$ cat config.mk
export PLATFORM = sky130hd
export DESIGN_NAME = random_pulse_array_flat
export DESIGN_NICKNAME = d
export VERILOG_FILES = /design/src/rtl/random_pulse_array_if.sv /design/src/rtl/random_pulse_array.sv /design/src/flat_wrapper.sv
export SDC_FILE = /design/constraint.sdc
export NUM_CORES = 1
export LEC_CHECK = 0
export ABC_AREA = 1
export BUFFER_PORTS_ARGS = -buffer_cell sky130_fd_sc_hd__buf_2
export CAP_MARGIN = 20
export CORE_ASPECT_RATIO = 0.7
export CORE_MARGIN = 1
export CORE_UTILIZATION = 50
export DETAILED_ROUTE_END_ITERATION = 16
export PLACE_DENSITY = 0.77
export SLEW_MARGIN = 20
export SYNTH_ARGS = -nofsm -noshare
export SYNTH_HDL_FRONTEND = slang
export SYNTH_SLANG_ARGS = --single-unit
export TNS_END_PERCENT = 100
$ cat constraint.sdc
create_clock -name clk -period 9.4 [get_ports clk]
set_input_delay 0.47 -clock clk [delete_from_list [all_inputs] [get_ports clk]]
set_output_delay 0.47 -clock clk [all_outputs]
set_load 0.01 [all_outputs]
$ cat src/rtl/random_pulse_array_if.sv
// Control and status bundle for random_pulse_array: trigger controls in, pulses and stats out.
interface random_pulse_array_if #(
  parameter int unsigned CHANNELS = 4,
  parameter int unsigned CNT_W    = 4
);
  logic                en;
  logic                seed_load;
  logic [15:0]         seed;
  logic [7:0]          density;
  logic [CNT_W-1:0]    pulse_len;
  logic [CNT_W-1:0]    min_gap;
  logic [CHANNELS-1:0] force_trig;
  logic [CHANNELS-1:0] pulse;
  logic                busy;
  logic [15:0]         pulse_count;

  modport master (
    output en, seed_load, seed, density, pulse_len, min_gap, force_trig,
    input  pulse, busy, pulse_count
  );

  modport slave (
    input  en, seed_load, seed, density, pulse_len, min_gap, force_trig,
    output pulse, busy, pulse_count
  );
endinterface

$ cat src/rtl/random_pulse_array.sv
// Array of LFSR-driven pulse generators, each an IDLE/PULSE/GAP channel with latched timing,
// plus a saturating count of pulses started.
module random_pulse_array #(
  parameter int unsigned CHANNELS = 4,
  parameter int unsigned CNT_W    = 4
) (
  input  logic                  clk,
  input  logic                  rst_n,
  random_pulse_array_if.slave   bus
);

  typedef enum logic [1:0] {StIdle, StPulse, StGap} state_e;

  state_e              state_q [CHANNELS];
  state_e              state_d [CHANNELS];
  logic [15:0]         lfsr_q  [CHANNELS];
  logic [15:0]         lfsr_d  [CHANNELS];
  logic [CNT_W-1:0]    cnt_q   [CHANNELS];
  logic [CNT_W-1:0]    cnt_d   [CHANNELS];
  logic [CNT_W-1:0]    gap_q   [CHANNELS];
  logic [CNT_W-1:0]    gap_d   [CHANNELS];
  logic [CHANNELS-1:0] trig;
  logic [CHANNELS-1:0] pulse_q, pulse_d;
  logic                busy_q, busy_d;
  logic [15:0]         count_q, count_d;
  logic [16:0]         count_sum;
  // Low for the first edge after reset release so no trigger lands in that cycle.
  logic                armed_q;

  function automatic logic [15:0] chan_seed(input logic [15:0] base, input int unsigned k);
    logic [31:0] prod;
    logic [15:0] s;
    prod = 32'h1F35 * (k + 1);
    s    = base ^ prod[15:0];
    return (s == 16'h0000) ? 16'h0001 : s;
  endfunction

  function automatic logic [15:0] lfsr_step(input logic [15:0] v);
    return {v[14:0], v[15] ^ v[13] ^ v[12] ^ v[10]};
  endfunction

  always_comb begin
    busy_d    = 1'b0;
    trig      = '0;
    pulse_d   = '0;
    count_sum = {1'b0, count_q};
    for (int unsigned c = 0; c < CHANNELS; c++) begin
      state_d[c] = state_q[c];
      cnt_d[c]   = cnt_q[c];
      gap_d[c]   = gap_q[c];
      lfsr_d[c]  = lfsr_q[c];
      if (bus.seed_load) begin
        lfsr_d[c]  = chan_seed(bus.seed, c);
        state_d[c] = StIdle;
        cnt_d[c]   = '0;
      end else begin
        if (bus.en) lfsr_d[c] = lfsr_step(lfsr_q[c]);
        case (state_q[c])
          StIdle: begin
            trig[c] = armed_q &&
                      ((bus.en && (lfsr_q[c][7:0] < bus.density)) || bus.force_trig[c]);
            if (trig[c]) begin
              state_d[c] = StPulse;
              // cnt holds remaining cycles after the current one; length 0 behaves as 1.
              cnt_d[c]   = (bus.pulse_len == '0) ? '0 : bus.pulse_len - CNT_W'(1);
              gap_d[c]   = bus.min_gap;
            end
          end
          StPulse: begin
            if (cnt_q[c] != '0) begin
              cnt_d[c] = cnt_q[c] - CNT_W'(1);
            end else if (gap_q[c] != '0) begin
              state_d[c] = StGap;
              cnt_d[c]   = gap_q[c] - CNT_W'(1);
            end else begin
              state_d[c] = StIdle;
            end
          end
          StGap: begin
            if (cnt_q[c] != '0) cnt_d[c] = cnt_q[c] - CNT_W'(1);
            else                state_d[c] = StIdle;
          end
          default: state_d[c] = StIdle;
        endcase
      end
      pulse_d[c] = (state_d[c] == StPulse);
      busy_d     = busy_d | (state_d[c] != StIdle);
      count_sum  = count_sum + 17'(trig[c]);
    end
    if (bus.seed_load)    count_d = '0;
    else if (count_sum[16]) count_d = 16'hFFFF;
    else                  count_d = count_sum[15:0];
  end

  always_ff @(posedge clk or negedge rst_n) begin
    if (!rst_n) begin
      for (int unsigned c = 0; c < CHANNELS; c++) begin
        state_q[c] <= StIdle;
        lfsr_q[c]  <= chan_seed(16'hACE1, c);
        cnt_q[c]   <= '0;
        gap_q[c]   <= '0;
      end
      pulse_q <= '0;
      busy_q  <= 1'b0;
      count_q <= '0;
      armed_q <= 1'b0;
    end else begin
      for (int unsigned c = 0; c < CHANNELS; c++) begin
        state_q[c] <= state_d[c];
        lfsr_q[c]  <= lfsr_d[c];
        cnt_q[c]   <= cnt_d[c];
        gap_q[c]   <= gap_d[c];
      end
      pulse_q <= pulse_d;
      busy_q  <= busy_d;
      count_q <= count_d;
      armed_q <= 1'b1;
    end
  end

  assign bus.pulse       = pulse_q;
  assign bus.busy        = busy_q;
  assign bus.pulse_count = count_q;

endmodule

$ cat src/flat_wrapper.sv
// flat-port wrapper written by rule: the top's interface ports become plain ports
module random_pulse_array_flat 
#(
  parameter int unsigned CHANNELS = 4,
  parameter int unsigned CNT_W    = 4
)
  (clk, rst_n, bus_en, bus_seed_load, bus_seed, bus_density, bus_pulse_len, bus_min_gap, bus_force_trig, bus_pulse, bus_busy, bus_pulse_count);
  random_pulse_array_if #(.CHANNELS(CHANNELS), .CNT_W(CNT_W)) bus_i ();
  input  logic clk;
  input  logic rst_n;
  input wire logic [$bits(bus_i.en)-1:0] bus_en;
  input wire logic [$bits(bus_i.seed_load)-1:0] bus_seed_load;
  input wire logic [$bits(bus_i.seed)-1:0] bus_seed;
  input wire logic [$bits(bus_i.density)-1:0] bus_density;
  input wire logic [$bits(bus_i.pulse_len)-1:0] bus_pulse_len;
  input wire logic [$bits(bus_i.min_gap)-1:0] bus_min_gap;
  input wire logic [$bits(bus_i.force_trig)-1:0] bus_force_trig;
  output wire logic [$bits(bus_i.pulse)-1:0] bus_pulse;
  output wire logic [$bits(bus_i.busy)-1:0] bus_busy;
  output wire logic [$bits(bus_i.pulse_count)-1:0] bus_pulse_count;
  assign bus_i.en = bus_en;
  assign bus_i.seed_load = bus_seed_load;
  assign bus_i.seed = bus_seed;
  assign bus_i.density = bus_density;
  assign bus_i.pulse_len = bus_pulse_len;
  assign bus_i.min_gap = bus_min_gap;
  assign bus_i.force_trig = bus_force_trig;
  assign bus_pulse = bus_i.pulse;
  assign bus_busy = bus_i.busy;
  assign bus_pulse_count = bus_i.pulse_count;
  random_pulse_array #(.CHANNELS(CHANNELS), .CNT_W(CNT_W)) u_core (.clk(clk), .rst_n(rst_n), .bus(bus_i));
endmodule
### Word-level counts from Yosys, hierarchy flattened

Cells that the tools add are included.

* mux-type cells: 71
* bitwise operators: 20
* multiply operators: 0
* reductions and logical operators: 46
* equality and inequality tests: 24
* $lt $le $gt $ge: 4
* div/mod/pow operators: 0
* shifts and indexed selects: 0
* add/sub/neg operators: 13

Operators by type and width (count)
* 16-bit two-way mux: 14
* 4-bit two-way mux: 21
* 16-bit zero test: 4
* 17-bit by 1-bit adder with 17-bit output: 3
* 4-bit one-hot mux with 3 select lines: 4
* 4-bit nonzero test: 12
* 2-bit two-way mux: 20
* 4-bit by 1-bit subtractor with 4-bit output, second input constant: 9
* 8-bit less-than comparator: 4
* 9-bit inverter: 3
* 3-bit by 2-bit inequality test with 1-bit output, second input constant: 8
* 2-bit one-hot mux with 3 select lines: 4
* 16-bit by 1-bit adder with 17-bit output: 1
* 2-bit by 1-bit == test with 1-bit output, second input constant: 8
* 4-bit by 2-bit inequality test with 1-bit output, second input constant: 4
* 4-bit AND reduction: 4
* 3-bit AND reduction: 4
* 1-bit bitwise XOR: 12
* 11-bit inverter: 1
* 2-bit nonzero test: 5
* 2-bit == test, second input constant: 4
* 1-bit logical AND: 8
* 2-bit zero test: 4
* 1-bit two-way mux: 8
* 4 further kinds: 9

* bits in latches: 0
* output and inout port bits: 21
* bits of input ports: 40
* bits in registers: 126
* memory bits (read-only): 0
* word-level logic and storage cells: 198
* bits in writable memories: 0
* memories: 0

### Depth between registers and ports, before layout

Gate-level depths: netlist of run 1.

* depth in word-level cells: 12
* mapped depth: 28
* mapped depth without buffers: 28

### Least setup slack after synthesis of run 1

OpenSTA, ideal clock, no wires.

* path type: input-to-reg
* from: input port bus_density[7]
* to: register u_core.count_q[13] (netlist: u_core.bus.pulse_count[13])
* stages: 26
* setup slack: 5.555 ns
* required time: 9.283 ns
* buffers on the path: 0
* arrival time: 3.728 ns
* path through: inv_1 ha_1 nand2_1 nand2_1 nor2_1 nand2_1 a21oi_1 nand2_1 nand2_1 nand3_1 fa_1 inv_1 fa_1 fa_1 nand2_1 nor2_2 nand3_2 nor2_2 nand3_2 nor2_4 nand2_4 nor2_8 inv_4 o21ai_2 o21ai_1 inv_1

* longest elaborated chain between the ends: 12
* elaborated cells on any way between the ends: 30
* those cells by class: 4 x add/sub; 4 x order compare; 10 x mux; 12 x reduce/logical

RTL lines
* from (decl): RTL line flat_wrapper.sv:14 `input wire logic [$bits(bus_i.density)-1:0] bus_density;`
* 8-bit less-than comparator: RTL line random_pulse_array.sv:61 `((bus.en && (lfsr_q[c][7:0] < bus.density)) || bus.force_trig[c]);`
* 1-bit logical AND: RTL line random_pulse_array.sv:61
* 1-bit logical OR: RTL line random_pulse_array.sv:61
* 1-bit logical AND: RTL line random_pulse_array.sv:60 `trig[c] = armed_q &&`
* 1-bit two-way mux: RTL line random_pulse_array.sv:58 `case (state_q[c])`
* 1-bit two-way mux: RTL line random_pulse_array.sv:52 `if (bus.seed_load) begin`
* 16-bit by 1-bit adder with 17-bit output: RTL line random_pulse_array.sv:88 `count_sum = count_sum + 17'(trig[c]);`
* 17-bit by 1-bit adder with 17-bit output (2 in series): RTL line random_pulse_array.sv:88
* 17-bit by 1-bit adder with 17-bit output *: RTL line random_pulse_array.sv:88
* 16-bit two-way mux *: RTL line random_pulse_array.sv:91 `else if (count_sum[16]) count_d = 16'hFFFF;`
* 16-bit two-way mux *: RTL line random_pulse_array.sv:90 `if (bus.seed_load) count_d = '0;`
* via u_core.count_d[13]: RTL line random_pulse_array.sv:25 `logic [15:0] count_q, count_d;`
* to (signal assigned): RTL line random_pulse_array.sv:116 `count_q <= count_d;`
* to (decl): RTL line random_pulse_array.sv:25

Mark *: on every way through the listed nets, which the timed path passes. The rest lies on a longest branch.
A chain may end at the register's enable or synchronous reset.

### Final worst setup path of run 1

* from: input port bus_seed_load
* to: register u_core.count_q[13] (netlist: u_core.bus.pulse_count[13])

* longest elaborated chain between the ends: 7
* elaborated cells on any way between the ends: 10
* those cells by class: 4 x add/sub; 6 x mux

RTL lines
* from (decl): RTL line flat_wrapper.sv:12 `input wire logic [$bits(bus_i.seed_load)-1:0] bus_seed_load;`
* 1-bit two-way mux: RTL line random_pulse_array.sv:52
* 16-bit by 1-bit adder with 17-bit output: RTL line random_pulse_array.sv:88
* 17-bit by 1-bit adder with 17-bit output (3 in series): RTL line random_pulse_array.sv:88
* 16-bit two-way mux: RTL line random_pulse_array.sv:91
* 16-bit two-way mux *: RTL line random_pulse_array.sv:90
* via u_core.count_d[13]: RTL line random_pulse_array.sv:25

Marks and branches as above.

==> results of run 1 <==
-- flip-flops by register name, summed over array words and instances, names as in the netlist --
signal / flops
u_core.gap_q: 16
u_core.state_q: 8
u_core.bus.busy: 1
u_core.lfsr_q: 64
u_core.cnt_q: 16
u_core.bus.pulse_count: 16
u_core.bus.pulse: 4
u_core.armed_q: 1
-- placed cells by master (no fill, tap or decap), types with 4 or more instances in the layout --
cell and count:
sky130_fd_sc_hd__nand4_1 8, sky130_fd_sc_hd__or2_2 8, sky130_fd_sc_hd__nor3_1 8, sky130_fd_sc_hd__inv_1 139, sky130_fd_sc_hd__buf_2 59, sky130_fd_sc_hd__nor2_1 107
sky130_fd_sc_hd__xnor2_1 21, sky130_fd_sc_hd__a31oi_1 31, sky130_fd_sc_hd__xor2_1 13, sky130_fd_sc_hd__nor4_1 4, sky130_fd_sc_hd__o22ai_1 7, sky130_fd_sc_hd__o31ai_1 6
sky130_fd_sc_hd__clkbuf_16 17, sky130_fd_sc_hd__clkinvlp_4 6, sky130_fd_sc_hd__dfrtp_1 92, sky130_fd_sc_hd__o21ai_0 92, sky130_fd_sc_hd__nand2_1 205, sky130_fd_sc_hd__dfstp_2 34
sky130_fd_sc_hd__o211ai_1 12, sky130_fd_sc_hd__buf_4 4, sky130_fd_sc_hd__a21oi_1 70, sky130_fd_sc_hd__nand3_1 44, sky130_fd_sc_hd__ha_1 59
-- area by class of cell --
type | count | share of cell area
tap | 200 | 0.0280
clock inverter | 13 | 0.0130
clock buffer | 19 | 0.0507
sequential | 126 | 0.358
multi-input combinational | 725 | 0.454
inverter | 143 | 0.0603
timing repair buffer | 63 | 0.0364
-- worst max-delay path, delay by kind of cell --
kind / cells / cell delay (ns)
buffers and inverters: 6 / 1.51
adders and majority gates: 3 / 1.49
and+or+nand+nor: 9 / 0.97
AOI/OAI and AO/OA: 2 / 0.17
-- worst max path at each step --
stage,slack [ns],to,startpoint,depth (start not counted)
after global routing,4.73,u_core.bus.pulse_count[13],bus_seed_load,20
after floorplan,5.56,u_core.bus.pulse_count[13],bus_density[7],26
after detailed placement,4.62,u_core.bus.pulse_count[13],bus_seed_load,20
final,5.04,u_core.bus.pulse_count[13],bus_seed_load,20
after CTS,5.05,u_core.bus.pulse_count[13],bus_seed_load,20
after global placement,4.73,u_core.bus.pulse_count[13],bus_seed_load,20
-- where the power goes --
part / total, uW / switching [uW] / leakage (uW) / internal, uW
logic: 752 / 476 / 0.00273 / 276
clock network: 627 / 250 / 0.000263 / 377
registers: 746 / 82.9 / 0.00153 / 663
total: 2130 / 809 / 0.00452 / 1320
-- metrics by stage --
stage	utilization	cell area [sq um]	hold slack [ns]	instances	worst slack (ns)
after global placement	0.540	8370	0.465	1257	4.73
after global routing	0.577	8940	0.0995	1289	4.73
after floorplan	-	7920	0.174	1023	5.56
final	0.577	8940	0.0632	1289	5.04
after detailed placement	0.540	8370	0.470	1257	4.62
after CTS	0.577	8940	0.0763	1289	5.05
-- cells by family (layout without fill, tap and decap cells) --
group                    Yosys count  after routing
AND/OR/NAND/NOR                  395            395
other                              1              1
adder cells (fa/ha/maj)           62             62
XOR/XNOR                          34             34
AO/OA/AOI/OAI                    233            233
buffers and inverters            172            238
flip-flops                       126            126
-- layer usage --
metal | part of all wire | wire (microns)
met5 | 0 | 0
met4 | 0.0084 | 159
met3 | 0.078 | 1470
met2 | 0.41 | 7680
met1 | 0.51 | 9590
==> results.md, run 1 <==
- Outcome: finished, violations left
- Violated checks: design-rule violations
- Compound-gate portion of the synthesized area: 0.164
- Count of final hold-check violations: 0
- Initial Util: 0.511
- Multiplexer share of the synthesized area: 0
- Root Driver: sky130_fd_sc_hd__clkbuf_16
- Largest fanout on the critical path: 80
- Number of gates resized after CTS: 0
- Reg-to-reg critical path startpoint: u_core.lfsr_q[55]
- HPWL reported at the end of detailed placement: 13.4 mm
- Critical path required time: 9.70 ns
- Max-Slew Margin vs Limit: 0.350
- GPL Wtd Cong: 0.918
- Ratio of cells with drive above 1 in the final layout: 0.139
- Post-Route WL: 18.9 mm
- Clock latency on the worst-skew pair: 0.41 ns
- Most repeated cell in the gate-level netlist after synthesis: sky130_fd_sc_hd__nand2_1
- Cell-by-cell listing of the critical path: buf_2 > inv_2 > buf_4 > nand4_1 > fa_1 > inv_1 > fa_1 > fa_1 > nand2_1 > nor2_2 > nand3_2 > nor2_2 > nand3_2 > nor2_4 > nand2_4 > nor2_8 > inv_4 > o21ai_2 > o21ai_1 > inv_1
- Kind of capture point of the worst setup path: flop
- Min Tclk post-route: 4.36 ns
- DIE AREA: 0.0163 sq mm
- Wire length of the first global-routing pass: 31.8 mm
- Deepest clock path buffer count: 2
- Worst setup path category: input pin to flop
- GR Util met1: 0.381
- Combinational family with the most area after synthesis: simple AND/OR/NAND/NOR gates
- Kind of path behind the tightest hold check: input pin to asynchronous set/reset pin
- Measured slew at the worst slew-check pin: 0.976 ns
- Height of the die: 107 microns
- Syn_area_per_cell: 7.74 sq um
- Routed wire per std cell: 14.7 microns
- Ports placed on the boundary: 61
- Cell count after synthesis: 1023
- Share of the yosys chip area belonging to registers: 0.404
- TritonCTS clock tree: yes
- Ranking of synthesized cells by instance count: sky130_fd_sc_hd__nand2_1 (205), sky130_fd_sc_hd__inv_1 (141), sky130_fd_sc_hd__nor2_1 (107)
- Arrival time of the worst setup path: 4.67 ns
- EDFF count, synth: 0
- Register-to-Register Setup Slack: 5.21 ns
- Endpoint of the worst register-to-register path: u_core.bus.pulse_count[13]
- Max-slew violation count: 0
- Logic depth of the worst register-to-register path: 25
- First-pass iteration count of the detailed router: 13
- Pin count of the biggest net entering global routing: 81
- Worst Setup Start Kind: input pin
- P&R area growth vs syn: 12.9%
- Std-Cell Rows: 38
- Number of register bits inferred by synthesis: 126
- RSZ-0062 raised after global routing: no
- Met2 usage in global routing: 0.353
- Clock slew at reported path FFs: 0.06 ns
- Number of buffers created by CTS: 17
- Biggest area consumer among synthesized cells: sky130_fd_sc_hd__dfrtp_1
- Fill cells: 1395
- Largest vdd supply drop: 0.113 mV
- Iteration-0 DRC count of the detailed router: 561
- Final Cycle Share: 0.464
- Post-CTS Hold Buffers: 0
- Crit-path slowest cell: sky130_fd_sc_hd__buf_4
- Number of antenna violations at the first check in global routing: 0
- # Post-CTS Setup Buffers: 0
- Most instantiated flip-flop cell in the synthesis netlist: sky130_fd_sc_hd__dfrtp_1
- Width of the chip: 152 microns
- Simple-gate share of the synthesized area: 0.210
- Power per standard cell area: 238 mW/mm^2
- Total number of H-tree levels: 4
- Routed Antenna Nets: 0
- Post-Synth Adder-Cell Area: 0.101
- Final number of setup-violating endpoints: 0
- Antenna Diode Count: 0
- Total via count in the routed design: 6946
- Area contributors post-synth: sky130_fd_sc_hd__dfrtp_1 (29%), sky130_fd_sc_hd__dfstp_2 (11%), sky130_fd_sc_hd__nand2_1 (9.7%)
- Post-layout power: 2130 uW
- Synth Net Count: 1125
- Count of nets after finishing: 1178
- Most Crowded Layer GR: met1
- Number of clock sinks: 126
- Async S/R FF share, synth: 1.00
- Setup TNS: 0 ns
- IO buf count: 60
- Area of the core: 0.0155 sq mm
- Multi-input logic area: 0.00406 sq mm
- Share of the synthesized netlist area taken by xor and xnor gates: 0.0376
- Count of synthesis-stage warnings from yosys: 0
- Area of the mapped netlist: 0.00792 sq mm
- Global-route congestion overflow total: 0
- Total Routing Usage GR: 0.247
- Highest clock frequency the design can meet: 229 MHz
- Reported max-cap violation count: 0
- Maximum single-stage delay on the critical path: 0.64 ns
- Crit path top cell by count: sky130_fd_sc_hd__fa_1
- Vias/cell: 5.39
- Vias in the first global route: 6326
- Number of distinct library cells after synthesis: 46
- Share of the synthesized area in the top cell type: 0.291
- Largest clock skew in the final design: 0.00884 ns
- DRC: 2
- Met3 Usage GRT: 0.0354
- Leak pwr: 0.00452 uW
- Area used by sequential logic in the layout: 0.00320 sq mm
Power figures use the tool's default switching activity.
==> inputs of run 2 (changes only) <==
Clock period 9.4 ns to 4.2 ns, I/O delays scaled along.
==> results.md, run 2 (same netlist as run 1, synthesis figures left out) <==
- Metal3 WL: 1.37 mm
- Leak pwr: 0.00458 uW
- Power per standard cell area: 540 mW/mm^2
- IO buf count: 60
- P&R area growth vs syn: 14.6%
- Endpoint of the worst register-to-register path: u_core.bus.pulse_count[13]
- Deepest clock path buffer count: 2
- Worst Hold Path EP: u_core.lfsr_q[40]
- First-pass iteration count of the detailed router: 11
- Logic depth of the worst register-to-register path: 25
- GPL Wtd Cong: 0.850
- Std-Cell Rows: 38
- Clock latency on the worst-skew pair: 0.42 ns
- Register-to-Register Setup Slack: 0.28 ns
- Number of buffers created by CTS: 17
- Antenna Diode Count: 0
- Ports placed on the boundary: 61
- Kind of path behind the tightest hold check: input pin to flop
- Arrival time of the worst setup path: 4.23 ns
- Kind of capture point of the worst setup path: flop
- Post-Route WL: 19.3 mm
- Final number of setup-violating endpoints: 0
- Flip-flop count of the largest register after layout: 64
- Measured slew at the worst slew-check pin: 0.725 ns
- Count of nets after finishing: 1186
- Number of clock sinks: 126
- Routed Antenna Nets: 0
- Most frequent standard cell in the layout excluding fill and tap cells: sky130_fd_sc_hd__nand2_1
- Largest fanout on the critical path: 9
- Area of the core: 0.0155 sq mm
- Wire length of the first global-routing pass: 31.9 mm
- Reported max-cap violation count: 0
- Register with the highest flop count: u_core.lfsr_q
- Highest metal layer with signal wires: met4
- Initial Util: 0.511
- # Post-CTS Setup Buffers: 0
- Max-slew violation count: 0
- Worst Setup Start Kind: flop
- Clock slew at reported path FFs: 0.06 ns
- Routed wire per std cell: 14.8 microns
- Critical path required time: 4.51 ns
- Root Driver: sky130_fd_sc_hd__clkbuf_16
- Total Routing Usage GR: 0.248
- Top library cells by usage in the layout, fill and taps aside: sky130_fd_sc_hd__nand2_1 (205), sky130_fd_sc_hd__inv_1 (139), sky130_fd_sc_hd__nor2_1 (107)
- Vias/cell: 5.39
- Vias in the first global route: 6367
- Pin count of the biggest net entering global routing: 73
- Min-delay src: bus_seed[8]
- Count of final hold-check violations: 0
- Min Tclk post-route: 3.92 ns
- Setup TNS: 0 ns
- Global-route congestion overflow total: 0
- Largest clock skew in the final design: 0.0136 ns
- Number of cells on the worst hold path: 3
- TritonCTS clock tree: yes
- Iteration-0 DRC count of the detailed router: 536
- Met2 routed WL: 7.91 mm
- Height of the die: 107 microns
- Outcome: finished, violations left
- Final Cycle Share: 0.934
- Max-Slew Margin vs Limit: 0.516
- DRC: 3
- Highest clock frequency the design can meet: 255 MHz
- Metal-1 WL: 9.77 mm
- Reg-to-reg critical path startpoint: u_core.lfsr_q[55]
- Total via count in the routed design: 6988
- Violated checks: design-rule violations
- Width of the chip: 152 microns
- DIE AREA: 0.0163 sq mm
- HPWL reported at the end of detailed placement: 13.6 mm
- Ratio of cells with drive above 1 in the final layout: 0.144
- Worst setup path category: flop to flop
- RSZ-0062 raised after global routing: no
- Total number of H-tree levels: 4
- Post-layout power: 4900 uW
- Number of antenna violations at the first check in global routing: 0
- Largest vdd supply drop: 0.313 mV
[run 2: changes by cell type in the layout (fill, tap and decap cells not counted), sizes merged]
cell / change
clkbuf: +4
dlygate4sd3: +1
inv: -1
clkinv: -3
bufinv: +2
clkinvlp: -2
buf: +7
[run 2: worst max path at each step]
stage                      start                    endpoint  slack (ns)  cells past startpoint
2_1_floorplan  u_core.lfsr_q[55]  u_core.bus.pulse_count[13]        0.44                     25
3_3_place_gp   u_core.lfsr_q[55]  u_core.bus.pulse_count[13]        0.22                     25
3_5_place_dp   u_core.lfsr_q[55]  u_core.bus.pulse_count[13]        0.18                     25
4_1_cts        u_core.lfsr_q[55]  u_core.bus.pulse_count[13]        0.08                     25
5_1_grt         u_core.lfsr_q[5]  u_core.bus.pulse_count[13]       0.004                     25
6_report       u_core.lfsr_q[55]  u_core.bus.pulse_count[13]        0.28                     25
[run 2: final cells by class]
class,instances,area [sq um]
Timing Repair Buffer,71,400
Inverter,143,539
Multi-Input combinational cell,725,4060
Clock buffer,23,488
Sequential cell,126,3200
Clock inverter,9,134
Tap cell,200,250
Fill cell,1398,6430
[run 2: layer usage]
metal | GRT usage | up-vias
li1 | - | 3481
met1 | 0.374 | 3261
met2 | 0.356 | 230
met3 | 0.0519 | 16
met4 | 0.0714 | 0
met5 | 0 | -
[run 2: what timing repair did]
item	4_1_cts	5_1_grt
gates resized for setup	0	2
hold buffers	1	0
setup endpoints to repair	0	15
hold endpoints to repair	46	0
[run 2: critical path, cell delays in order (launching register included)]
cell,delay (ns)
sky130_fd_sc_hd__dfstp_2,0.54
sky130_fd_sc_hd__ha_1,0.26
sky130_fd_sc_hd__nand2_1,0.08
sky130_fd_sc_hd__nand2_1,0.05
sky130_fd_sc_hd__nor2_1,0.09
sky130_fd_sc_hd__nand2_1,0.06
sky130_fd_sc_hd__a21oi_1,0.11
sky130_fd_sc_hd__nand2_1,0.08
sky130_fd_sc_hd__nand2_1,0.10
sky130_fd_sc_hd__nand3_1,0.16
sky130_fd_sc_hd__fa_1,0.58
sky130_fd_sc_hd__inv_1,0.08
sky130_fd_sc_hd__fa_2,0.38
sky130_fd_sc_hd__fa_2,0.37
sky130_fd_sc_hd__nand2_1,0.09
sky130_fd_sc_hd__nor2_2,0.05
sky130_fd_sc_hd__nand3_2,0.08
sky130_fd_sc_hd__nor2_2,0.05
sky130_fd_sc_hd__nand3_2,0.09
sky130_fd_sc_hd__nor2_4,0.05
sky130_fd_sc_hd__nand2_4,0.08
sky130_fd_sc_hd__nor2_8,0.05
sky130_fd_sc_hd__inv_4,0.10
sky130_fd_sc_hd__o21ai_2,0.06
sky130_fd_sc_hd__o21ai_1,0.11
sky130_fd_sc_hd__inv_1,0.05
[run 2: stage by stage]
stage / cells / setup slack (ns) / cell area (sq um) / util / hold slack (ns)
finish: 1297 / 0.276 / 9070 / 0.585 / 0.0865
detailed placement: 1264 / 0.179 / 8430 / 0.544 / 0.308
CTS: 1297 / 0.0839 / 9060 / 0.585 / 0.0704
floorplan: 1023 / 0.443 / 7920 / - / -0.0856
global placement: 1264 / 0.219 / 8430 / 0.544 / 0.310
global route: 1297 / 0.00350 / 9070 / 0.585 / 0.0958
[run 2: where the power goes]
group,leakage (uW),switching (uW),internal (uW)
clock network,0.000292,549,996
logic,0.00277,1060,628
registers,0.00153,179,1480
